<file path="src/rtl/pcie_rx_merge_pkg.sv">
// Shared constants for the PCIE receive merge block: default widths,
// lane indices and the 3-bit control FSM state encoding.
package pcie_rx_pkg;

  localparam int DATA_W_DEF = 6;
  localparam int DEPTH_DEF  = 4;
  localparam int ADDR_W_DEF = 2;

  localparam int NUM_LANES = 2;
  localparam int LANE_D0   = 0;
  localparam int LANE_D1   = 1;

  localparam logic [2:0] ST_RESET  = 3'd0;
  localparam logic [2:0] ST_INIT   = 3'd1;
  localparam logic [2:0] ST_IDLE   = 3'd2;
  localparam logic [2:0] ST_ACTIVE = 3'd3;
  localparam logic [2:0] ST_ERROR  = 3'd4;

  typedef enum logic [2:0] {
    S_RESET  = ST_RESET,
    S_INIT   = ST_INIT,
    S_IDLE   = ST_IDLE,
    S_ACTIVE = ST_ACTIVE,
    S_ERROR  = ST_ERROR
  } state_t;

endpackage

</file>
<file path="src/rtl/pcie_rx_merge_if.sv">
// Stream bundle for pcie_rx_merge: two inbound lanes, the merged output
// with its pop request, and the per-lane pause returned to the link.
interface pcie_rx_merge_if import pcie_rx_pkg::*; #(
  parameter int DATA_W = DATA_W_DEF
);
  logic              valid_in0;
  logic [DATA_W-1:0] data_in0;
  logic              valid_in1;
  logic [DATA_W-1:0] data_in1;
  logic              pop;
  logic [DATA_W-1:0] data_out;
  logic              valid_out;
  logic              src_out;
  logic              pause0;
  logic              pause1;

  // link / consumer side
  modport master (
    output valid_in0, data_in0, valid_in1, data_in1, pop,
    input  data_out, valid_out, src_out, pause0, pause1
  );

  // merge block side
  modport slave (
    input  valid_in0, data_in0, valid_in1, data_in1, pop,
    output data_out, valid_out, src_out, pause0, pause1
  );
endinterface

</file>
<file path="src/rtl/pcie_rx_merge_rx_lane_fifo.sv">
// One receive lane: small circular FIFO with occupancy count, overflow
// detection (push on full without a same-cycle pop drops the word) and a
// registered pause output with set/clear hysteresis thresholds.
module rx_lane_fifo import pcie_rx_pkg::*; #(
  parameter int DATA_W = DATA_W_DEF,
  parameter int DEPTH  = DEPTH_DEF,
  parameter int ADDR_W = ADDR_W_DEF
) (
  input  logic              clk,
  input  logic              reset,
  input  logic              push,
  input  logic [DATA_W-1:0] din,
  input  logic              pop,
  input  logic [ADDR_W:0]   thr_full,
  input  logic [ADDR_W:0]   thr_empty,
  output logic [DATA_W-1:0] head,
  output logic              empty,
  output logic              overflow,
  output logic              pause
);

  logic [DATA_W-1:0] mem [DEPTH];
  logic [ADDR_W-1:0] wptr, rptr;
  logic [ADDR_W:0]   count;
  logic              full, pop_ok, push_ok;

  assign empty    = (count == '0);
  assign full     = (count == (ADDR_W+1)'(DEPTH));
  assign pop_ok   = pop & ~empty;
  // a full lane still accepts a word when its head leaves in the same cycle
  assign push_ok  = push & (~full | pop_ok);
  assign overflow = push & full & ~pop_ok;
  assign head     = mem[rptr];

  // storage write; no reset needed, validity is tracked by count
  always_ff @(posedge clk) begin
    if (push_ok) mem[wptr] <= din;
  end

  // pointers, occupancy and pause hysteresis
  always_ff @(posedge clk) begin
    if (reset) begin
      wptr  <= '0;
      rptr  <= '0;
      count <= '0;
      pause <= 1'b0;
    end else begin
      if (push_ok) wptr <= wptr + ADDR_W'(1);
      if (pop_ok)  rptr <= rptr + ADDR_W'(1);
      case ({push_ok, pop_ok})
        2'b10:   count <= count + (ADDR_W+1)'(1);
        2'b01:   count <= count - (ADDR_W+1)'(1);
        default: count <= count;
      endcase
      // set wins when the thresholds overlap
      if (count >= thr_full)       pause <= 1'b1;
      else if (count <= thr_empty) pause <= 1'b0;
    end
  end

endmodule

</file>
<file path="src/rtl/pcie_rx_merge.sv">
// PCIE receive merge: buffers lanes D0/D1 in per-lane FIFOs, merges them
// round-robin into one registered output stream on pop, returns per-lane
// pause, and tracks RESET/INIT/IDLE/ACTIVE/ERROR status.
// Optional: define RX_DROP_CNT_EN to add an 8-bit saturating drop_count.
module pcie_rx_merge import pcie_rx_pkg::*; #(
  parameter int DATA_W = DATA_W_DEF,
  parameter int DEPTH  = DEPTH_DEF,
  parameter int ADDR_W = ADDR_W_DEF
) (
  input  logic            clk,
  input  logic            reset,
  input  logic            init,
  input  logic [ADDR_W:0] umbral_full,
  input  logic [ADDR_W:0] umbral_empty,
  pcie_rx_merge_if.slave  bus,
  output logic            idle,
  output logic            active,
  output logic            error
`ifdef RX_DROP_CNT_EN
  ,
  output logic [7:0]      drop_count
`endif
);

  logic [NUM_LANES-1:0]             push, pop_l, empty, ovf, pause;
  logic [NUM_LANES-1:0][DATA_W-1:0] din, head;
  logic [ADDR_W:0]                  thr_full, thr_empty;
  logic                             serve, sel, last;
  logic [DATA_W-1:0]                data_q;
  logic                             src_q, vld_q;
  state_t                           state;

  assign push[LANE_D0] = bus.valid_in0;
  assign push[LANE_D1] = bus.valid_in1;
  assign din[LANE_D0]  = bus.data_in0;
  assign din[LANE_D1]  = bus.data_in1;

  for (genvar i = 0; i < NUM_LANES; i++) begin : g_lane
    rx_lane_fifo #(.DATA_W(DATA_W), .DEPTH(DEPTH), .ADDR_W(ADDR_W)) u_fifo (
      .clk      (clk),
      .reset    (reset),
      .push     (push[i]),
      .din      (din[i]),
      .pop      (pop_l[i]),
      .thr_full (thr_full),
      .thr_empty(thr_empty),
      .head     (head[i]),
      .empty    (empty[i]),
      .overflow (ovf[i]),
      .pause    (pause[i])
    );
  end

  // round-robin pick: a lone non-empty lane wins, contention alternates
  always_comb begin
    serve = 1'b0;
    sel   = 1'b0;
    if (bus.pop) begin
      case (~empty)
        2'b01:   begin serve = 1'b1; sel = 1'b0;  end
        2'b10:   begin serve = 1'b1; sel = 1'b1;  end
        2'b11:   begin serve = 1'b1; sel = ~last; end
        default: begin serve = 1'b0; sel = 1'b0;  end
      endcase
    end
  end

  assign pop_l[LANE_D0] = serve & ~sel;
  assign pop_l[LANE_D1] = serve & sel;

  // registered output word; data/src hold when nothing is served
  always_ff @(posedge clk) begin
    if (reset) begin
      data_q <= '0;
      src_q  <= 1'b0;
      vld_q  <= 1'b0;
      last   <= 1'b1;  // so lane 0 wins the first contention
    end else begin
      vld_q <= serve;
      if (serve) begin
        data_q <= head[sel];
        src_q  <= sel;
        last   <= sel;
      end
    end
  end

  assign bus.data_out  = data_q;
  assign bus.src_out   = src_q;
  assign bus.valid_out = vld_q;
  assign bus.pause0    = pause[LANE_D0];
  assign bus.pause1    = pause[LANE_D1];

  // thresholds track the inputs only while in INIT
  always_ff @(posedge clk) begin
    if (reset) begin
      thr_full  <= (ADDR_W+1)'(DEPTH);
      thr_empty <= '0;
    end else if (state == S_INIT) begin
      thr_full  <= umbral_full;
      thr_empty <= umbral_empty;
    end
  end

  // control FSM: overflow beats init; ERROR is left only through reset
  always_ff @(posedge clk) begin
    if (reset) begin
      state <= S_RESET;
    end else if (state == S_RESET) begin
      state <= S_INIT;
    end else if (|ovf) begin
      state <= S_ERROR;
    end else begin
      case (state)
        S_INIT:   if (!init) state <= S_IDLE;
        S_IDLE:   if (init) state <= S_INIT;
                  else if (|push) state <= S_ACTIVE;
        S_ACTIVE: if (init) state <= S_INIT;
                  else if (&empty && !(|push)) state <= S_IDLE;
        S_ERROR:  state <= S_ERROR;
        default:  state <= S_RESET;
      endcase
    end
  end

  assign idle   = (state == S_IDLE);
  assign active = (state == S_ACTIVE);
  assign error  = (state == S_ERROR);

`ifdef RX_DROP_CNT_EN
  logic [1:0] n_ovf;
  logic [8:0] drop_sum;
  assign n_ovf    = 2'(ovf[LANE_D0]) + 2'(ovf[LANE_D1]);
  assign drop_sum = 9'(drop_count) + 9'(n_ovf);

  // saturating count of dropped words
  always_ff @(posedge clk) begin
    if (reset) drop_count <= '0;
    else if (n_ovf != 2'd0) drop_count <= drop_sum[8] ? 8'hFF : drop_sum[7:0];
  end
`endif

endmodule

</file>
<file path="src/flat_wrapper.sv">
// flat-port wrapper written by rule: the top's interface ports become plain ports
module pcie_rx_merge_flat import pcie_rx_pkg::*;
#(
  parameter int DATA_W = DATA_W_DEF,
  parameter int DEPTH  = DEPTH_DEF,
  parameter int ADDR_W = ADDR_W_DEF
)
  (clk, reset, init, umbral_full, umbral_empty, idle, active, error, bus_valid_in0, bus_data_in0, bus_valid_in1, bus_data_in1, bus_pop, bus_data_out, bus_valid_out, bus_src_out, bus_pause0, bus_pause1);
  pcie_rx_merge_if #(.DATA_W(DATA_W)) bus_i ();
  input  logic clk;
  input  logic reset;
  input  logic init;
  input  logic [ADDR_W:0] umbral_full;
  input  logic [ADDR_W:0] umbral_empty;
  output logic idle;
  output logic active;
  output logic error;
  input wire logic [$bits(bus_i.valid_in0)-1:0] bus_valid_in0;
  input wire logic [$bits(bus_i.data_in0)-1:0] bus_data_in0;
  input wire logic [$bits(bus_i.valid_in1)-1:0] bus_valid_in1;
  input wire logic [$bits(bus_i.data_in1)-1:0] bus_data_in1;
  input wire logic [$bits(bus_i.pop)-1:0] bus_pop;
  output wire logic [$bits(bus_i.data_out)-1:0] bus_data_out;
  output wire logic [$bits(bus_i.valid_out)-1:0] bus_valid_out;
  output wire logic [$bits(bus_i.src_out)-1:0] bus_src_out;
  output wire logic [$bits(bus_i.pause0)-1:0] bus_pause0;
  output wire logic [$bits(bus_i.pause1)-1:0] bus_pause1;
  assign bus_i.valid_in0 = bus_valid_in0;
  assign bus_i.data_in0 = bus_data_in0;
  assign bus_i.valid_in1 = bus_valid_in1;
  assign bus_i.data_in1 = bus_data_in1;
  assign bus_i.pop = bus_pop;
  assign bus_data_out = bus_i.data_out;
  assign bus_valid_out = bus_i.valid_out;
  assign bus_src_out = bus_i.src_out;
  assign bus_pause0 = bus_i.pause0;
  assign bus_pause1 = bus_i.pause1;
  pcie_rx_merge #(.DATA_W(DATA_W), .DEPTH(DEPTH), .ADDR_W(ADDR_W)) u_core (.clk(clk), .reset(reset), .init(init), .umbral_full(umbral_full), .umbral_empty(umbral_empty), .bus(bus_i), .idle(idle), .active(active), .error(error));
endmodule
</file>
<file path="config.mk">
export PLATFORM = sky130hd
export DESIGN_NAME = pcie_rx_merge_flat
export DESIGN_NICKNAME = d
export VERILOG_FILES = /design/src/rtl/pcie_rx_merge_pkg.sv /design/src/rtl/pcie_rx_merge_if.sv /design/src/rtl/pcie_rx_merge_rx_lane_fifo.sv /design/src/rtl/pcie_rx_merge.sv /design/src/flat_wrapper.sv
export SDC_FILE = /design/constraint.sdc
export NUM_CORES = 1
export LEC_CHECK = 0
export ABC_CLOCK_PERIOD_IN_PS = 2400
export CORE_ASPECT_RATIO = 0.9
export CORE_MARGIN = 3
export CORE_UTILIZATION = 33
export CTS_CLUSTER_SIZE = 30
export DETAILED_ROUTE_END_ITERATION = 7
export GPL_TIMING_DRIVEN = 0
export PLACE_DENSITY_LB_ADDON = 0.12
export SKIP_LAST_GASP = 1
export SLEW_MARGIN = 20
export SYNTH_ARGS = -nofsm -noshare
export SYNTH_HDL_FRONTEND = slang
export SYNTH_SLANG_ARGS = --single-unit
</file>
<file path="constraint.sdc">
create_clock -name clk -period 2.4 [get_ports clk]
set_input_delay 0.72 -clock clk [delete_from_list [all_inputs] [get_ports clk]]
set_output_delay 0.72 -clock clk [all_outputs]
set_load 0.1 [all_outputs]
</file>
==> flow_summary.yaml, run 1 <==
synthesis:
  synth_fp_nets: 333
  synthFlopType: "edfxtp_1"
  yosysWarnings: 0
  synth_cell_types: 44
  yosys.area.top_type_share_pct: 38.2
  synth_common_cells: "edfxtp_1, dfxtp_1, nor2_1"
  synth_edf_count: 48
  synthArstFlopShare_pct: 0
  synth_most_common_cell: "edfxtp_1"
  syn_area_per_cell_um2: 13.2
  synth_cells: 285
  ys_seq_elements: 86
  synthTopCellsByArea: "edfxtp_1, dfxtp_1, ha_1, mux4_2, nor2_1"
  synth_area_um2: 3770
  synth_seq_area_share_pct: 58.4
  synth_area_leader_cell: "edfxtp_1"
setup_path:
  crit_buf_inv: 4
  crit_required_ns: 2.66
  r2r_end: "u_core.g_lane[1].u_fifo.count[2]"
  critPathKind: "in2reg"
  reg2regPathDepth: 10
  path_cells: "clkdlybuf4s50_1 -> inv_2 -> a31oi_4 -> inv_1 -> ha_2 -> inv_2 -> fa_2 -> xor2_1 -> or3_1 -> a21oi_1"
  worstPathMaxFanout: 3
  r2r-start: "u_core.g_lane[0].u_fifo.count[2]"
  cp.depth: 10
  critPathTopFamily: "buffers and inverters"
  rrSetupSlack_ns: 0.12
  max_stage_delay_ns: 0.49
  critPathLaunchType: "primary input"
  cp-end-kind: "flip-flop"
  slowest_stage: "clkdlybuf4s50_1"
  cpMostUsedCell: "inv_2"
  crit_end: "u_core.g_lane[1].u_fifo.count[2]"
  critPathLaunch: "bus_valid_in1"
  cp.arrival_ns: 2.57
finish:
  multi_input_area_um2: 1520
  fin_cells: 490
  seq_area_um2: 2210
  area_growth_pct: 24.3
  diodes: 0
  fin_util_pct: 42.6
  layout.nets: 381
  n_fill_cell: 1063
  final_layout_size_suffix_gt1_share_pct: 18.0
  final_area_um2: 4690
timing:
  holdWs_ns: 0.476
  worst_slack_ns: 0.0888
  grt_setup_unrepaired: "yes"
  fin_skew_ns: 0.00563
  max_freq_mhz: 433
  min_period_ns: 2.31
  hold_viol: 0
  finalSetupTns_ns: 0
  slew_viol_final: 0
  setup_viol_count_final: 0
  min_period_over_period_pct: 96.3
  slew_headroom_pct: 36.2
  tightest_slew_ns: 0.961
pwr:
  power.leakage_nw: 1.77
  power.total_mw: 5.62
  power_density_nw_per_um2: 1200
  combPwrFrac_pct: 38.9
  netSwitchingFraction_pct: 38.4
  seqPwrFrac_pct: 36.9
  cell_internal_pwr_mw: 3.46
  irDropWorstVdd_mv: 0.482
  p_switching_mw: 2.16
  clkPwrFrac_pct: 24.2
floorplan:
  ios: 37
  core_area_um2: 11000
  die_area_um2: 12700
  placementRows: 36
  die_h_um: 107
  initial_core_util_pct: 34.3
  die_width_um: 119
routing:
  drc: 0
  antenna_left: 0
  wl_met1_mm: 3.57
  dr.max_layer_used: "met4"
  firstDrtPassIters: 4
  wl_met3_um: 313
  vias: 2244
  wl_per_cell_um: 14.8
  avgViaCountPerCell: 4.58
  routed-wl-met2_mm: 3.25
  drt_iter0_markers: 103
  wl_mm: 7.28
grt:
  overflow: 0
  grt_max_degree: 15
  grt_pass1_vias: 2261
  antenna_found_initial: 0
  grt_use_total_pct: 12.2
  grt_pass1_wl_mm: 11.8
placement:
  dp_hpwl_mm: 5.14
  dpl-instance-area_um2: 4350
  io_buffers: 34
  dpl.cell_count: 471
  dp_slack_ns: -0.424
  gp_congestion: 0.664
clocking:
  path_clk_slew_ns: 0.06
  cts-root-buf: "clkbuf_16"
  numCtsBuffers: 9
  cts_tree: "yes"
  ctsHoldBuffers: 0
  clkSinkCount: 86
  cts_max_path_buffers: 2
  htreeDepth: 3
  clock_latency_ns: 0.34
status:
  status: "finished, final reports clean"
run:
  max-cap-violations: 0
hold_path:
  hp-class: "reg2reg"
==> tightest hold or removal path, cell delays in order (launching register included) <==
cell     delay, ns
dfxtp_1       0.32
nand2_1       0.06
a21oi_1       0.05
==> metal layers <==
layer | GRT usage, % | vias up
met3 | 3.42 | 12
met4 | 5.21 | 0
met1 | 16.1 | 1072
li1 | - | 1128
met2 | 18.8 | 32
met5 | 0 | -
==> final cells by class <==
class,count,area share (%)
sequential,86,47.1
multi-input combinational,169,32.3
timing repair buffer,37,7.39
clock buffer,10,4.89
tap,152,4.06
inverter,21,1.68
clock inverter,6,1.33
buffer,9,1.20
==> sequential cells by signal (all words and copies together), names as in the netlist, 2 cells and up, named ones only <==
name                        cells
u_core.state                    3
u_core.thr_full                 3
u_core.g_lane.u_fifo.count      6
u_core.g_lane.u_fifo.rptr       4
u_core.thr_empty                3
u_core.g_lane.u_fifo.pause      2
u_core.g_lane.u_fifo.wptr       4
u_core.bus.data_out             6
u_core.g_lane.u_fifo.mem       48
==> cell families after synthesis <==
| kind of cell | synth area share (%) |
|---|---|
| buffers and inverters | 3.39 |
| AO/OA/AOI/OAI | 7.67 |
| adder cells (fa/ha/maj) | 8.36 |
| flip-flops | 58.4 |
| XOR/XNOR | 2.09 |
| multiplexers | 10.1 |
| AND/OR/NAND/NOR | 9.96 |
==> worst min path at each step <==
stage	depth (start not counted)	to	from
after floorplan	2	u_core.g_lane[0].u_fifo.wptr[1]	u_core.g_lane[0].u_fifo.wptr[1]
after global placement	2	u_core.bus.src_out	u_core.bus.src_out
after detailed placement	2	u_core.bus.src_out	u_core.bus.src_out
after CTS	2	u_core.bus.src_out	u_core.bus.src_out
after global routing	2	u_core.bus.src_out	u_core.bus.src_out
final	2	u_core.bus.src_out	u_core.bus.src_out
==> cell usage in the layout (no fill, tap or decap), drive strengths merged, types with 2 or more instances in the layout <==
cell	instances
or3	4
clkdlybuf4s50	20
dfxtp	38
buf	10
nand2	2
a21oi	13
clkdlybuf4s15	2
o211ai	4
o21ai	5
clkbuf	13
fa	2
o21a	3
a31oi	2
and2	9
nor2b	2
mux4	12
mux2i	10
nor2	37
xor2	8
inv	21
nor3b	3
dlygate4sd2	11
a21o	2
edfxtp	48
clkinv	4
a211oi	7
nand2b	5
ha	22
nand3	4
==> power by group through the flow <==
stage                     logic (mW)  clock network, mW  registers, mW
after floorplan                 1.22                  0           2.52
after global placement          2.16                  0           2.07
after detailed placement        2.19                  0           2.07
after CTS                       2.14               1.41           2.04
after global routing            2.40               1.46           2.11
final                           2.18               1.36           2.07
==> what timing repair did <==
action	in CTS	in global routing
endpoints found under the setup margin	15	4
pin swaps	0	1
resized for setup	23	12
buffers inserted	0	3
No activity file was read; power rests on OpenSTA's default activity.
==> run 2: changes to the inputs <==
--- a/config.mk
+++ b/config.mk
@@ -12,7 +12,7 @@
 export CTS_CLUSTER_SIZE = 30
 export DETAILED_ROUTE_END_ITERATION = 7
 export GPL_TIMING_DRIVEN = 0
-export PLACE_DENSITY_LB_ADDON = 0.12
+export PLACE_DENSITY_LB_ADDON = 0.3
 export SKIP_LAST_GASP = 1
 export SLEW_MARGIN = 20
 export SYNTH_ARGS = -nofsm -noshare
==> run 2 against run 1 <==
  * Global-route usage rose by 0.20 points
  * Sequential power barely moved
  * Count of clock-buffer cells in the layout fell by 1
  * Register-to-register slack barely moved
  * Fmax rose by 0.46%
  * Clock skew rose by 0.0068 ns
  * Combinational power barely moved
  * Highest routed layer unchanged
==> flow_summary.yaml, run 2 (same netlist as run 1, synthesis figures left out) <==
grt:
  antenna_found_initial: 0
  grt_max_degree: 17
  grt_pass1_vias: 2363
  grt_pass1_wl_mm: 12.1
  grt_use_total_pct: 12.4
  overflow: 0
clocking:
  clock_latency_ns: 0.35
  cts_tree: "yes"
  ctsHoldBuffers: 0
  cts-root-buf: "clkbuf_16"
  path_clk_slew_ns: 0.07
  htreeDepth: 3
  clkSinkCount: 86
  numCtsBuffers: 9
  cts_max_path_buffers: 2
timing:
  holdWs_ns: 0.497
  grt_setup_unrepaired: "yes"
  min_period_ns: 2.30
  max_freq_mhz: 435
  min_period_over_period_pct: 95.9
  fin_skew_ns: 0.0124
  slew_viol_final: 0
  finalSetupTns_ns: 0
  hold_viol: 0
  setup_viol_count_final: 0
  tightest_slew_ns: 0.964
  slew_headroom_pct: 36.0
pwr:
  seqPwrFrac_pct: 37.5
  combPwrFrac_pct: 39.1
  power_density_nw_per_um2: 1190
  netSwitchingFraction_pct: 39.7
  irDropWorstVdd_mv: 0.409
  clkPwrFrac_pct: 23.4
  power.leakage_nw: 1.76
  cell_internal_pwr_mw: 3.36
  p_switching_mw: 2.21
floorplan:
  ios: 37
  initial_core_util_pct: 34.3
  placementRows: 36
  die_width_um: 119
  die_h_um: 107
  core_area_um2: 11000
  die_area_um2: 12700
run:
  max-cap-violations: 0
finish:
  final_layout_size_suffix_gt1_share_pct: 18.2
  largest_reg_flops: 48
  diodes: 0
  regMostFlops: "u_core.g_lane.u_fifo.mem"
  layout.nets: 379
  multi_input_area_um2: 1520
  seq_area_um2: 2210
  n_fill_cell: 1056
  area_growth_pct: 23.7
  final_common_cell: "edfxtp_1"
  layout_common_cells: "edfxtp_1, nor2_1, dfxtp_1"
placement:
  gp_congestion: 0.743
  io_buffers: 34
  dp_hpwl_mm: 5.13
routing:
  avgViaCountPerCell: 4.64
  firstDrtPassIters: 4
  antenna_left: 0
  vias: 2262
  drt_iter0_markers: 114
  drc: 0
  wl_mm: 7.22
  wl_per_cell_um: 14.8
status:
  status: "finished, final reports clean"
setup_path:
  worstPathMaxFanout: 3
  cp.arrival_ns: 2.57
  cp-end-kind: "flip-flop"
  crit_required_ns: 2.67
  critPathKind: "in2reg"
  critPathLaunchType: "primary input"
hold_path:
  hp-class: "reg2reg"
-- run 2: power by group through the flow --
stage / logic, mW / clock network, mW / registers [mW]
final: 2.18 / 1.31 / 2.09
after global routing: 2.40 / 1.40 / 2.13
after CTS: 2.15 / 1.33 / 2.05
after detailed placement: 2.17 / 0 / 2.08
after global placement: 2.13 / 0 / 2.07
after floorplan: 1.22 / 0 / 2.52
-- run 2: per-layer routing --
layer / global-route usage [%] / up-vias / part of all wire [%]
met4: 4.71 / 0 / 1.4
li1: - / 1124 / -
met1: 15.7 / 1085 / 47
met2: 20.0 / 42 / 47
met3: 3.73 / 11 / 5.2
met5: 0 / - / 0
-- run 2: worst paths after layout --
path         slack, ns                             start                                to  cells past startpoint
max                0.1                     bus_valid_in1  u_core.g_lane[1].u_fifo.count[2]                     10
min               0.50                u_core.bus.src_out                u_core.bus.src_out                      2
max reg2reg       0.11  u_core.g_lane[0].u_fifo.count[0]  u_core.g_lane[1].u_fifo.count[2]                     10
min reg2reg       0.50                u_core.bus.src_out                u_core.bus.src_out                      2
-- run 2: critical path, cell delays in order --
cell and delay [ns]:
clkdlybuf4s50_1 0.45, inv_1 0.12, a31oi_4 0.05, inv_1 0.07, ha_2 0.19, inv_2 0.04, fa_2 0.34, xor2_1 0.16
or3_1 0.30, a21oi_1 0.12
-- run 2: per-stage QoR --
step                      instance area (um2)  power [mW]  setup slack, ns  instances  util, %
after floorplan                          3820        3.74           -0.140        285        -
after global routing                     4660        5.92          -0.0262        488     42.4
final                                    4660        5.57           0.0994        488     42.4
after CTS                                4640        5.53          0.00903        488     42.2
after detailed placement                 4350        4.25           -0.438        471     39.6
after global placement                   4350        4.20           -0.383        471     39.6
-- run 2: area by class of cell --
| class | count | area share [%] |
|---|---|---|
| Buffer | 9 | 1.21 |
| Clock inverter | 7 | 1.21 |
| Clock buffer | 9 | 4.83 |
| Timing Repair Buffer | 35 | 7.11 |
| Multi-Input combinational cell | 169 | 32.5 |
| Inverter | 21 | 1.69 |
| Sequential cell | 86 | 47.4 |
| Tap cell | 152 | 4.08 |
-- run 2: timing repair --
action	4_1_cts	5_1_grt
buffers inserted	1	0
pin swaps	2	0
setup endpoints to repair	15	4
gates resized for setup	23	11
cloned	0	0
